==> config.mk <==
export PLATFORM = sky130hd
export DESIGN_NAME = multdiv_ctrl
export DESIGN_NICKNAME = d
export VERILOG_FILES = /design/src/rtl/common_pkg.sv /design/src/rtl/decode_pkg.sv /design/src/rtl/multdiv_pkg.sv /design/src/rtl/multdiv_ctrl_div_iter.sv /design/src/rtl/multdiv_ctrl.sv
export SDC_FILE = /design/constraint.sdc
export NUM_CORES = 2
export LEC_CHECK = 0
export ABC_AREA = 0
export BUFFER_PORTS_ARGS = -buffer_cell sky130_fd_sc_hd__buf_2
export CORE_ASPECT_RATIO = 0.75
export CORE_MARGIN = 2
export CORE_UTILIZATION = 57
export CTS_CLUSTER_DIAMETER = 30
export CTS_CLUSTER_SIZE = 8
export DETAILED_ROUTE_END_ITERATION = 7
export GPL_ROUTABILITY_DRIVEN = 0
export PLACE_DENSITY = 0.72
export SYNTH_ARGS = -nofsm -noshare
export SYNTH_HDL_FRONTEND = slang
export SYNTH_SLANG_ARGS = --single-unit
export TNS_END_PERCENT = 5
==> constraint.sdc <==
create_clock -name clk -period 11.5 [get_ports clk]
set_clock_uncertainty 0.05 [all_clocks]
set_input_delay 1.15 -clock clk [delete_from_list [all_inputs] [get_ports clk]]
set_output_delay 1.15 -clock clk [all_outputs]
set_load 0.005 [all_outputs]
==> src/rtl/common_pkg.sv <==
// Shared scalar types used across the execute-stage blocks.
// Latency: n/a (types only).
// Backpressure: n/a (types only).
package common_pkg;

  typedef logic [31:0] word_t;

endpackage : common_pkg

==> src/rtl/decode_pkg.sv <==
// Decoded operation codes produced by the decode stage.
// Latency: n/a (types only).
// Backpressure: n/a (types only).
package decode_pkg;

  typedef enum logic [6:0] {
    OP_NOP   = 7'h00,
    OP_ADD   = 7'h01,
    OP_SUB   = 7'h02,
    OP_MFHI  = 7'h10,
    OP_MFLO  = 7'h11,
    OP_MTHI  = 7'h12,
    OP_MTLO  = 7'h13,
    OP_MULT  = 7'h20,
    OP_MULTU = 7'h21,
    OP_MADD  = 7'h22,
    OP_MADDU = 7'h23,
    OP_MSUB  = 7'h24,
    OP_MSUBU = 7'h25,
    OP_MUL   = 7'h26,
    OP_DIV   = 7'h30,
    OP_DIVU  = 7'h31
  } decoded_op_t;

endpackage : decode_pkg

==> src/rtl/multdiv_pkg.sv <==
// Types and op-class helpers for the HI/LO multiply/divide sequencer.
// Latency: n/a (types and pure functions only).
// Backpressure: n/a (types and pure functions only).
package multdiv_pkg;

  import common_pkg::*;
  import decode_pkg::*;

  typedef enum logic [2:0] {
    IDLE = 3'd0,
    MUL  = 3'd1,
    DIV  = 3'd2,
    FIX  = 3'd3,
    DONE = 3'd4
  } mdstate_t;

  typedef struct packed {
    word_t hi;
    word_t lo;
  } hilo_t;

  // Accept edge to commit edge for a full-length divide: 32 iterations + fixup + done.
  localparam int unsigned DIV_FULL_LAT = 34;

  function automatic logic is_mult_op(input decoded_op_t op);
    case (op)
      OP_MULT, OP_MULTU, OP_MADD, OP_MADDU, OP_MSUB, OP_MSUBU, OP_MUL: return 1'b1;
      default: return 1'b0;
    endcase
  endfunction

  function automatic logic is_div_op(input decoded_op_t op);
    return (op == OP_DIV) || (op == OP_DIVU);
  endfunction

  function automatic logic is_signed_op(input decoded_op_t op);
    case (op)
      OP_MULT, OP_MADD, OP_MSUB, OP_MUL, OP_DIV: return 1'b1;
      default: return 1'b0;
    endcase
  endfunction

endpackage : multdiv_pkg

==> src/rtl/multdiv_ctrl_div_iter.sv <==
// Restoring unsigned divider, one quotient bit per cycle.
// Latency: ITERS cycles after start_i; done_o is high in the cycle of the final iteration,
//          quo_o/rem_o hold the result from the following cycle until the next start.
// Backpressure: none; start_i is only legal when idle, flush_i abandons the run.
// Ports: clk, reset (sync, active-high), start_i/flush_i control, dividend_i/divisor_i
//        sampled on start_i, done_o, quo_o, rem_o.
module div_iter #(
  parameter int unsigned ITERS = 32
) (
  input  logic        clk,
  input  logic        reset,
  input  logic        start_i,
  input  logic        flush_i,
  input  logic [31:0] dividend_i,
  input  logic [31:0] divisor_i,
  output logic        done_o,
  output logic [31:0] quo_o,
  output logic [31:0] rem_o
);
  import common_pkg::*;

  logic        run_q, run_d;
  logic [5:0]  cnt_q, cnt_d;
  word_t       quo_q, quo_d;
  word_t       rem_q, rem_d;
  word_t       dvs_q, dvs_d;
  logic [32:0] shifted;
  logic [32:0] diff;

  always_comb begin
    run_d   = run_q;
    cnt_d   = cnt_q;
    quo_d   = quo_q;
    rem_d   = rem_q;
    dvs_d   = dvs_q;
    done_o  = 1'b0;
    // quo_q doubles as the dividend shift register: its MSB feeds the partial remainder.
    shifted = {rem_q, quo_q[31]};
    diff    = shifted - {1'b0, dvs_q};
    if (flush_i) begin
      run_d = 1'b0;
    end else if (start_i) begin
      run_d = 1'b1;
      cnt_d = '0;
      quo_d = dividend_i;
      rem_d = '0;
      dvs_d = divisor_i;
    end else if (run_q) begin
      // diff[32] is the borrow: set when the trial subtraction went negative.
      if (!diff[32]) begin
        rem_d = diff[31:0];
        quo_d = {quo_q[30:0], 1'b1};
      end else begin
        rem_d = shifted[31:0];
        quo_d = {quo_q[30:0], 1'b0};
      end
      cnt_d = cnt_q + 6'd1;
      if (cnt_q == 6'(ITERS - 1)) begin
        run_d  = 1'b0;
        done_o = 1'b1;
      end
    end
  end

  always_ff @(posedge clk) begin
    if (reset) begin
      run_q <= 1'b0;
      cnt_q <= '0;
      quo_q <= '0;
      rem_q <= '0;
      dvs_q <= '0;
    end else begin
      run_q <= run_d;
      cnt_q <= cnt_d;
      quo_q <= quo_d;
      rem_q <= rem_d;
      dvs_q <= dvs_d;
    end
  end

  assign quo_o = quo_q;
  assign rem_o = rem_q;

endmodule : div_iter

==> src/rtl/multdiv_ctrl.sv <==
// Execute-stage HI/LO sequencer: owns HI/LO, schedules the pipelined multiplier and iterative divider.
// Latency: MTHI/MTLO 0 (write at accept edge); mult-class MULT_LAT+1 busy cycles; divide 34 busy cycles
//          (1 with early-out on trivial divides when MULTDIV_DIV_EARLY_OUT_EN is defined).
// Backpressure: req_ready_o only in IDLE; busy_o stalls the pipeline; flush_i aborts without commit.
// Ports: clk, reset (sync, active-high); req_valid_i/req_ready_o/op_i/src_a_i/src_b_i request;
//        flush_i abort; busy_o, done_o (commit pulse), mul_res_o (MUL result during done_o), hi_o, lo_o.
module multdiv_ctrl
  import common_pkg::*;
  import decode_pkg::*;
  import multdiv_pkg::*;
#(
  parameter int unsigned MULT_LAT  = 2,
  parameter int unsigned DIV_ITERS = 32
) (
  input  logic        clk,
  input  logic        reset,
  input  logic        req_valid_i,
  output logic        req_ready_o,
  input  decoded_op_t op_i,
  input  logic [31:0] src_a_i,
  input  logic [31:0] src_b_i,
  input  logic        flush_i,
  output logic        busy_o,
  output logic        done_o,
  output logic [31:0] mul_res_o,
  output logic [31:0] hi_o,
  output logic [31:0] lo_o
);

  localparam int unsigned CNT_W = (MULT_LAT > 1) ? $clog2(MULT_LAT) : 1;

  mdstate_t    state_q, state_d;
  decoded_op_t op_q, op_d;
  word_t       opa_q, opa_d;
  word_t       opb_q, opb_d;
  logic        sa_q, sa_d;
  logic        sb_q, sb_d;
  logic        divz_q, divz_d;
  logic [CNT_W-1:0] cnt_q, cnt_d;
  hilo_t       res_q, res_d;
  hilo_t       hilo_q, hilo_d;
  logic [63:0] prod_q [MULT_LAT];
  logic [63:0] prod_d [MULT_LAT];

  logic        accept;
  logic        sgn_in;
  logic        a_neg, b_neg;
  word_t       a_mag, b_mag;
  logic        mul_sgn;
  logic [63:0] ext_a, ext_b;
  logic [63:0] prod;
  logic        div_start;
  logic        div_done;
  word_t       div_quo, div_rem;
  word_t       q_fix, r_fix;

  div_iter #(.ITERS(DIV_ITERS)) u_div (
    .clk       (clk),
    .reset     (reset),
    .start_i   (div_start),
    .flush_i   (flush_i),
    .dividend_i(a_mag),
    .divisor_i (b_mag),
    .done_o    (div_done),
    .quo_o     (div_quo),
    .rem_o     (div_rem)
  );

  // Request-side operand conditioning: the divider only sees magnitudes.
  always_comb begin
    sgn_in = is_signed_op(op_i);
    a_neg  = sgn_in & src_a_i[31];
    b_neg  = sgn_in & src_b_i[31];
    a_mag  = a_neg ? -src_a_i : src_a_i;
    b_mag  = b_neg ? -src_b_i : src_b_i;
    accept = req_valid_i & req_ready_o & ~flush_i;
  end

  // Multiplier: a 64x64 product of the extended operands is exact mod 2^64 for both
  // signed and unsigned ops; the result then walks down MULT_LAT register stages.
  always_comb begin
    mul_sgn   = is_signed_op(op_q);
    ext_a     = {{32{mul_sgn & opa_q[31]}}, opa_q};
    ext_b     = {{32{mul_sgn & opb_q[31]}}, opb_q};
    prod_d[0] = ext_a * ext_b;
    for (int i = 1; i < int'(MULT_LAT); i++) begin
      prod_d[i] = prod_q[i-1];
    end
    prod = prod_q[MULT_LAT-1];
  end

  always_comb begin
    q_fix = (sa_q ^ sb_q) ? -div_quo : div_quo;
    r_fix = sa_q ? -div_rem : div_rem;
  end

  always_comb begin
    state_d   = state_q;
    op_d      = op_q;
    opa_d     = opa_q;
    opb_d     = opb_q;
    sa_d      = sa_q;
    sb_d      = sb_q;
    divz_d    = divz_q;
    cnt_d     = cnt_q;
    res_d     = res_q;
    hilo_d    = hilo_q;
    div_start = 1'b0;
    done_o    = 1'b0;

    case (state_q)
      IDLE: begin
        if (accept) begin
          if (op_i == OP_MTHI) begin
            hilo_d.hi = src_a_i;
          end else if (op_i == OP_MTLO) begin
            hilo_d.lo = src_a_i;
          end else if (is_mult_op(op_i)) begin
            op_d    = op_i;
            opa_d   = src_a_i;
            opb_d   = src_b_i;
            cnt_d   = CNT_W'(MULT_LAT - 1);
            state_d = MUL;
          end else if (is_div_op(op_i)) begin
            op_d   = op_i;
            sa_d   = a_neg;
            sb_d   = b_neg;
            divz_d = (src_b_i == '0);
`ifdef MULTDIV_DIV_EARLY_OUT_EN
            // |a| < |b| means quotient 0 and remainder a itself (sign already that of a).
            if ((src_b_i == '0) || (a_mag < b_mag)) begin
              res_d.hi = src_a_i;
              res_d.lo = '0;
              state_d  = DONE;
            end else begin
              div_start = 1'b1;
              state_d   = DIV;
            end
`else
            div_start = 1'b1;
            state_d   = DIV;
`endif
          end
        end
      end
      MUL: begin
        if (cnt_q == '0) state_d = DONE;
        else             cnt_d   = cnt_q - 1'b1;
      end
      DIV: begin
        if (div_done) state_d = FIX;
      end
      FIX: begin
        res_d.lo = q_fix;
        res_d.hi = r_fix;
        state_d  = DONE;
      end
      DONE: begin
        done_o  = 1'b1;
        state_d = IDLE;
        if (is_mult_op(op_q)) begin
          case (op_q)
            OP_MULT, OP_MULTU: hilo_d = hilo_t'(prod);
            OP_MADD, OP_MADDU: hilo_d = hilo_t'(hilo_q + prod);
            OP_MSUB, OP_MSUBU: hilo_d = hilo_t'(hilo_q - prod);
            default:           hilo_d = hilo_q;
          endcase
        end else if (!divz_q) begin
          hilo_d = res_q;
        end
      end
      default: state_d = IDLE;
    endcase

    // Flush wins over everything in flight: back to IDLE with HI/LO untouched.
    if (flush_i && (state_q != IDLE)) begin
      state_d = IDLE;
      hilo_d  = hilo_q;
      done_o  = 1'b0;
    end
  end

  always_ff @(posedge clk) begin
    if (reset) begin
      state_q <= IDLE;
      op_q    <= OP_NOP;
      opa_q   <= '0;
      opb_q   <= '0;
      sa_q    <= 1'b0;
      sb_q    <= 1'b0;
      divz_q  <= 1'b0;
      cnt_q   <= '0;
      res_q   <= '0;
      hilo_q  <= '0;
      for (int i = 0; i < int'(MULT_LAT); i++) prod_q[i] <= '0;
    end else begin
      state_q <= state_d;
      op_q    <= op_d;
      opa_q   <= opa_d;
      opb_q   <= opb_d;
      sa_q    <= sa_d;
      sb_q    <= sb_d;
      divz_q  <= divz_d;
      cnt_q   <= cnt_d;
      res_q   <= res_d;
      hilo_q  <= hilo_d;
      for (int i = 0; i < int'(MULT_LAT); i++) prod_q[i] <= prod_d[i];
    end
  end

  assign req_ready_o = (state_q == IDLE);
  assign busy_o      = (state_q != IDLE);
  assign hi_o        = hilo_q.hi;
  assign lo_o        = hilo_q.lo;
  assign mul_res_o   = ((state_q == DONE) && (op_q == OP_MUL)) ? prod[31:0] : '0;

endmodule : multdiv_ctrl

; ---- Yosys cells after proc, flatten, opt, wreduce, memory -nomap -nowiden
; Memories as Yosys holds them, arrays and structs flattened.
; Cells that the tools add are included.
[op_classes]
n_addsub = 9
multipliers = 1
div_mod_pow = 0
order_cmp = 0
n_eq_ne = 35
shift = 0
muxes = 66
bitwise_logic = 14
n_reduce_logical = 28
[ops]
columns = cell, n
row1 = 32-bit 2-to-1 mux, 13
row2 = 64-bit 2-to-1 mux, 5
row3 = 64-bit case mux with 3 select lines, 1
row4 = 32-bit negator, 4
row5 = 64-bit case mux with 2 select lines, 1
row6 = 7-bit by 6-bit equality test with 1-bit output (second input constant), 17
row7 = 64-bit adder, 1
row8 = 33-bit by 33-bit multiplier with 64-bit output, 1
row9 = 64-bit subtractor, 1
row10 = 1-bit 2-to-1 mux, 33
row11 = 33-bit by 32-bit subtractor with 33-bit output, 1
row12 = 32-bit logical NOT, 1
row13 = 3-bit 2-to-1 mux, 7
row14 = 6-bit AND reduction, 3
row15 = 5-bit AND reduction, 3
row16 = 7-bit by 5-bit equality test with 1-bit output (second input constant), 2
row17 = 7-bit 2-to-1 mux, 2
row18 = 7-bit OR reduction, 2
row19 = 6-bit 2-to-1 mux, 2
row20 = 3-bit case mux with 4 select lines, 1
row21 = 2-bit OR reduction, 5
row22 = 5-bit OR reduction, 2
row23 = 2-bit by 1-bit != test with 1-bit output (second input constant), 4
row24 = 2-bit != test (second input constant), 4
row25 = other kinds (21), 37
[word_totals]
register_bits = 309
latchBits = 0
mem_bits_rw = 128
rom_bits = 0
in_bits = 75
out_inout_bits = 99
memories = 1
[mem_list]
columns = memory, words, word_bits, rd, rd_clocked_by_memory_dff, write_ports, line_no
row1 = prod_q, 2, 64, 2, 0, 2, multdiv_ctrl.sv:42  ; logic [63:0] prod_q [MULT_LAT];

; ---- Logic depth before layout (Yosys ltp)
[depth]
ltp_word = 16
ltp_mapped = 35
depth_no_buf = 31

; ---- Modules after synthesis
; A second synthesis with hierarchy kept.
[hier_totals]
hier_cells = 7622
hier_area_um2 = 63961.3
[by_module_without_submodules]
columns = module, instances, cells_per_inst, area_each_um2
row1 = multdiv_ctrl, 1, 6823, 57812.9
row2 = div_iter, 1, 799, 6148.4

; ---- Least setup slack after synthesis
; No wires, ideal clock.
[synth_timing]
kind = reg-to-reg
startpoint = register op_q[1]
endpoint = memory prod_q[0][59]
setup_ns = 0.121
arrival_time_ns = 8.475
t_required_ns = 11.329
path_slack_ns = 2.854
stages_incl_launch_ff = 29
n_path_buf = 3
period_less_slack_ns = 8.646
cell_sequence = dfxtp_1 -> clkbuf_1 -> o21ai_0 -> nand3_1 -> nor2_1 -> clkbuf_1 -> and2_0 -> clkbuf_1 -> nand2_1 -> inv_1 -> fa_1 -> fa_1 -> fa_1 -> inv_1 -> fa_1 -> inv_1 -> fa_1 -> fa_1 -> inv_1 -> fa_1 -> fa_1 -> inv_1 -> ha_1 -> nand4_1 -> or3_1 -> or3_1 -> o21ai_0 -> o31ai_1 -> mux2_2
[synth_rtl]
columns = element, line_no
row1 = "start, declared", multdiv_ctrl.sv:33  ; decoded_op_t op_q, op_d;
row2 = "start signal, assigned", multdiv_ctrl.sv:198  ; op_q <= op_d;
row3 = "end, declared", multdiv_ctrl.sv:42

==> flow_summary.json <==
{
  "place_hpwl_mm": 149,
  "timing.rr.start": "opa_q[19]",
  "post-route-period-util": 0.824,
  "vias_per_cell": 5.96,
  "setup_violations": 0,
  "sequential_cell_area_mm2": 0.00875,
  "seq_area_frac_synth": 0.138,
  "ff2ff_path_depth": 26,
  "internal_power_component_uw": 3100,
  "finalCriticalPeriod_ps": 9470,
  "post_synth.cell_area_avg_um2": 8.42,
  "worstSkewPairLatency_ps": 670,
  "timing.rr.end": "prod_q[0][61]",
  "drt-total-wl_mm": 190,
  "cts_inserted_buffers": 82,
  "critPathArrivalTime_ps": 9970,
  "cellLeakagePower_uw": 0.0295,
  "synthCells": 7549,
  "post_cts.resized_instances": 0,
  "fp.coreArea_mm2": 0.111,
  "vias": 53400,
  "pin_count_of_the_biggest_net_entering_global_routing": 95,
  "synth.lib_cells_used.distinct": 83,
  "final_hold_viol_count": 0,
  "irDropWorstVdd_v": 0.000106,
  "synth.ff_latch_count": 437,
  "synth_enable_flop_cells": 0,
  "switch_share": 0.263,
  "ys_warns": 0,
  "post_route_cells_drive_above_1_share": 0.0627,
  "ws_path_type": "flop to flop",
  "antenna_found_initial": 17,
  "seqPwrFrac": 0.363,
  "synth_nets": 9064,
  "critical_path_start": "opa_q[19]",
  "crit_path_start_kind": "flop",
  "firstDrtPassIters": 8,
  "outcome": "complete, but fails checks",
  "antenna_left": 0,
  "clk_root_buffer_cell": "clkbuf_16",
  "grt.total_usage": 0.335,
  "std_cell_rows": 106,
  "endpoint_kind": "flop",
  "worst_slew_pin_slew_ps": 1250,
  "route.detailed.drc": 2,
  "synthArstFlopShare": 0,
  "max_slew_margin": 0.162,
  "layout.filler_cells": 9555,
  "final.setup.tns_ps": 0,
  "die_area_mm2": 0.114,
  "cellPowerDensity_mw_per_mm2": 61.9,
  "avgRoutedWirePerCell_um": 21.2,
  "synthToLayoutAreaGrowth_pct": 7.09,
  "worst_path_maximum_fanout": 27,
  "i_o_pin_count": 174,
  "most_common_library_cell_in_the_layout_ignoring_fill_and_taps": "inv_1",
  "min_setup_slack_post_route_ps": 2030,
  "holdCritPathClass": "flop to flop",
  "final_max_slew_viol_count": 0,
  "placement_stage_worst_setup_slack_ps": 2160,
  "critical_path_required_ps": 12000,
  "clk_pin_slew_ps": 50,
  "netlist_area_before_placement_mm2": 0.0636,
  "holdCritStartpoint": "prod_q[0][58]",
  "numPortBuffers": 173,
  "reg2reg_slack_ps": 2030,
  "drt_iter0_drc": 5690,
  "worstHoldPathCells": 1,
  "start_util": 0.573,
  "holdBufCountCts": 0,
  "overflow": 0,
  "cts_tree": "yes",
  "fp.dieW_um": 390,
  "tritoncts_num_sinks": 437,
  "power.share.clock": 0.557,
  "layout.cells.most_common_list": "1,215 x inv_1, 1,172 x nand2_1, 1,127 x fa_1, 459 x nor2_1, 435 x dfxtp_1",
  "multi_input_area_mm2": 0.0486,
  "post-cts-setup-buffers": 0,
  "total_switching_power_uw": 1110,
  "first_global_vias": 52900,
  "failed_checks": "design-rule violations",
  "min_delay_worst_endpoint": "prod_q[0][122]",
  "synthFlopType": "dfxtp_1",
  "grt_first_pass_wirelength_mm": 299,
  "htree_num_levels": 3,
  "drv_cap": 0,
  "die_extent_in_y_um": 293,
  "nNetsFinal": 8958,
  "highest_clock_frequency_the_design_can_meet_mhz": 106,
  "ctsLongestPathBuffers": 3,
  "grt_setup_unrepaired": "false",
  "power.share.combinational": 0.080
}
-- registers in the layout (all words and copies together), names as in the netlist --
| name | flops |
|---|---|
| prod_q | 128 |
| res_q | 64 |
| hi_o | 32 |
| lo_o | 32 |
| opa_q | 32 |
| opb_q | 32 |
| u_div.dvs_q | 32 |
| u_div.quo_o | 32 |
| u_div.rem_o | 32 |
| op_q | 7 |
| u_div.cnt_q | 6 |
| state_q | 3 |
| cnt_q | 1 |
| divz_q | 1 |
| sa_q | 1 |
| sb_q | 1 |
| u_div.run_q | 1 |
-- cells in the mapped netlist, drive strengths merged, types with 23 or more instances --
| master | n | area share |
|---|---|---|
| a211oi | 134 | 0.016 |
| a21o | 68 | 0.0080 |
| a21oi | 368 | 0.029 |
| a221oi | 34 | 0.0047 |
| a311oi | 46 | 0.0063 |
| a31oi | 26 | 0.0026 |
| and2 | 355 | 0.035 |
| and3 | 35 | 0.0034 |
| clkbuf | 452 | 0.027 |
| dfxtp | 437 | 0.14 |
| fa | 1127 | 0.35 |
| ha | 313 | 0.062 |
| inv | 1215 | 0.072 |
| nand2 | 1175 | 0.069 |
| nand2b | 29 | 0.0029 |
| nand3 | 50 | 0.0039 |
| nand4 | 40 | 0.0039 |
| nor2 | 462 | 0.027 |
| nor2b | 98 | 0.0096 |
| nor3 | 106 | 0.0084 |
| nor4 | 40 | 0.0039 |
| o211ai | 37 | 0.0044 |
| o21ai | 201 | 0.016 |
| o21bai | 31 | 0.0037 |
| o31ai | 35 | 0.0043 |
| or3 | 37 | 0.0039 |
| or4 | 23 | 0.0028 |
| xnor2 | 179 | 0.025 |
| xor2 | 141 | 0.019 |
-- power groups by stage --
stage | registers, µW | logic [µW] | clock network, µW
finish | 1530 | 336 | 2350
global placement | 1560 | 317 | 0
floorplan | 1550 | 210 | 0
CTS | 1530 | 322 | 2360
detailed placement | 1560 | 319 | 0
global route | 1530 | 354 | 2430
-- worst max-delay path by stage --
stage,end,cells after the start
5_1_grt,prod_q[0][59],26
3_5_place_dp,prod_q[0][59],29
6_report,prod_q[0][61],26
2_1_floorplan,prod_q[0][59],28
3_3_place_gp,prod_q[0][59],29
4_1_cts,prod_q[0][59],29
-- layout make-up --
| type | count | area share |
|---|---|---|
| sequential | 437 | 0.129 |
| timing repair buffer | 277 | 0.0243 |
| tap | 1458 | 0.0268 |
| antenna | 6 | 0.000221 |
| inverter | 1215 | 0.0670 |
| clock inverter | 32 | 0.00638 |
| multi-input combinational | 5430 | 0.714 |
| clock buffer | 100 | 0.0329 |
-- stage by stage --
stage / power [µW] / cells / utilization / cell area, µm² / hold WS, ps
2_1_floorplan: 1760 / 7549 / - / 63600 / 364
3_3_place_gp: 1870 / 8817 / 0.589 / 65400 / 365
5_1_grt: 4320 / 8952 / 0.613 / 68100 / 396
4_1_cts: 4210 / 8949 / 0.613 / 68100 / 374
6_report: 4210 / 8955 / 0.613 / 68100 / 374
3_5_place_dp: 1880 / 8817 / 0.589 / 65400 / 372
-- critical path, cell delays in order (launching register included) --
cell and delay, ps:
dfxtp_1 770, buf_4 490, nand2_1 140, fa_1 560, inv_1 60, fa_1 520, fa_1 440, fa_1 490
inv_1 50, fa_1 490, inv_1 50, fa_1 520, inv_1 50, fa_1 500, inv_1 60, fa_1 440
ha_1 400, nand3_1 200, nor4_1 390, o221a_2 290, o211ai_1 110, o311a_1 220, a22oi_1 590, a41oi_1 470
o41ai_1 520, o21ai_0 160, mux2_2 290
-- layer usage --
layer / vias up / global-route usage / part of all wire
met4: 14 / 0.124 / 0.043
met3: 524 / 0.0799 / 0.11
met1: 26500 / 0.463 / 0.40
li1: 23600 / - / -
met5: - / 0 / 0.00046
met2: 2812 / 0.515 / 0.44
-- cell families after synthesis --
family	Yosys count	synth area share
xor gates and xnor gates	320	0.0441
muxes	32	0.00529
and+or+nand+nor	2493	0.180
adders and majority gates	1440	0.416
AOI/OAI and AO/OA	1145	0.117
buffers and inverters	1682	0.0994
DFF	437	0.138
(Power assumes the default switching activity.)
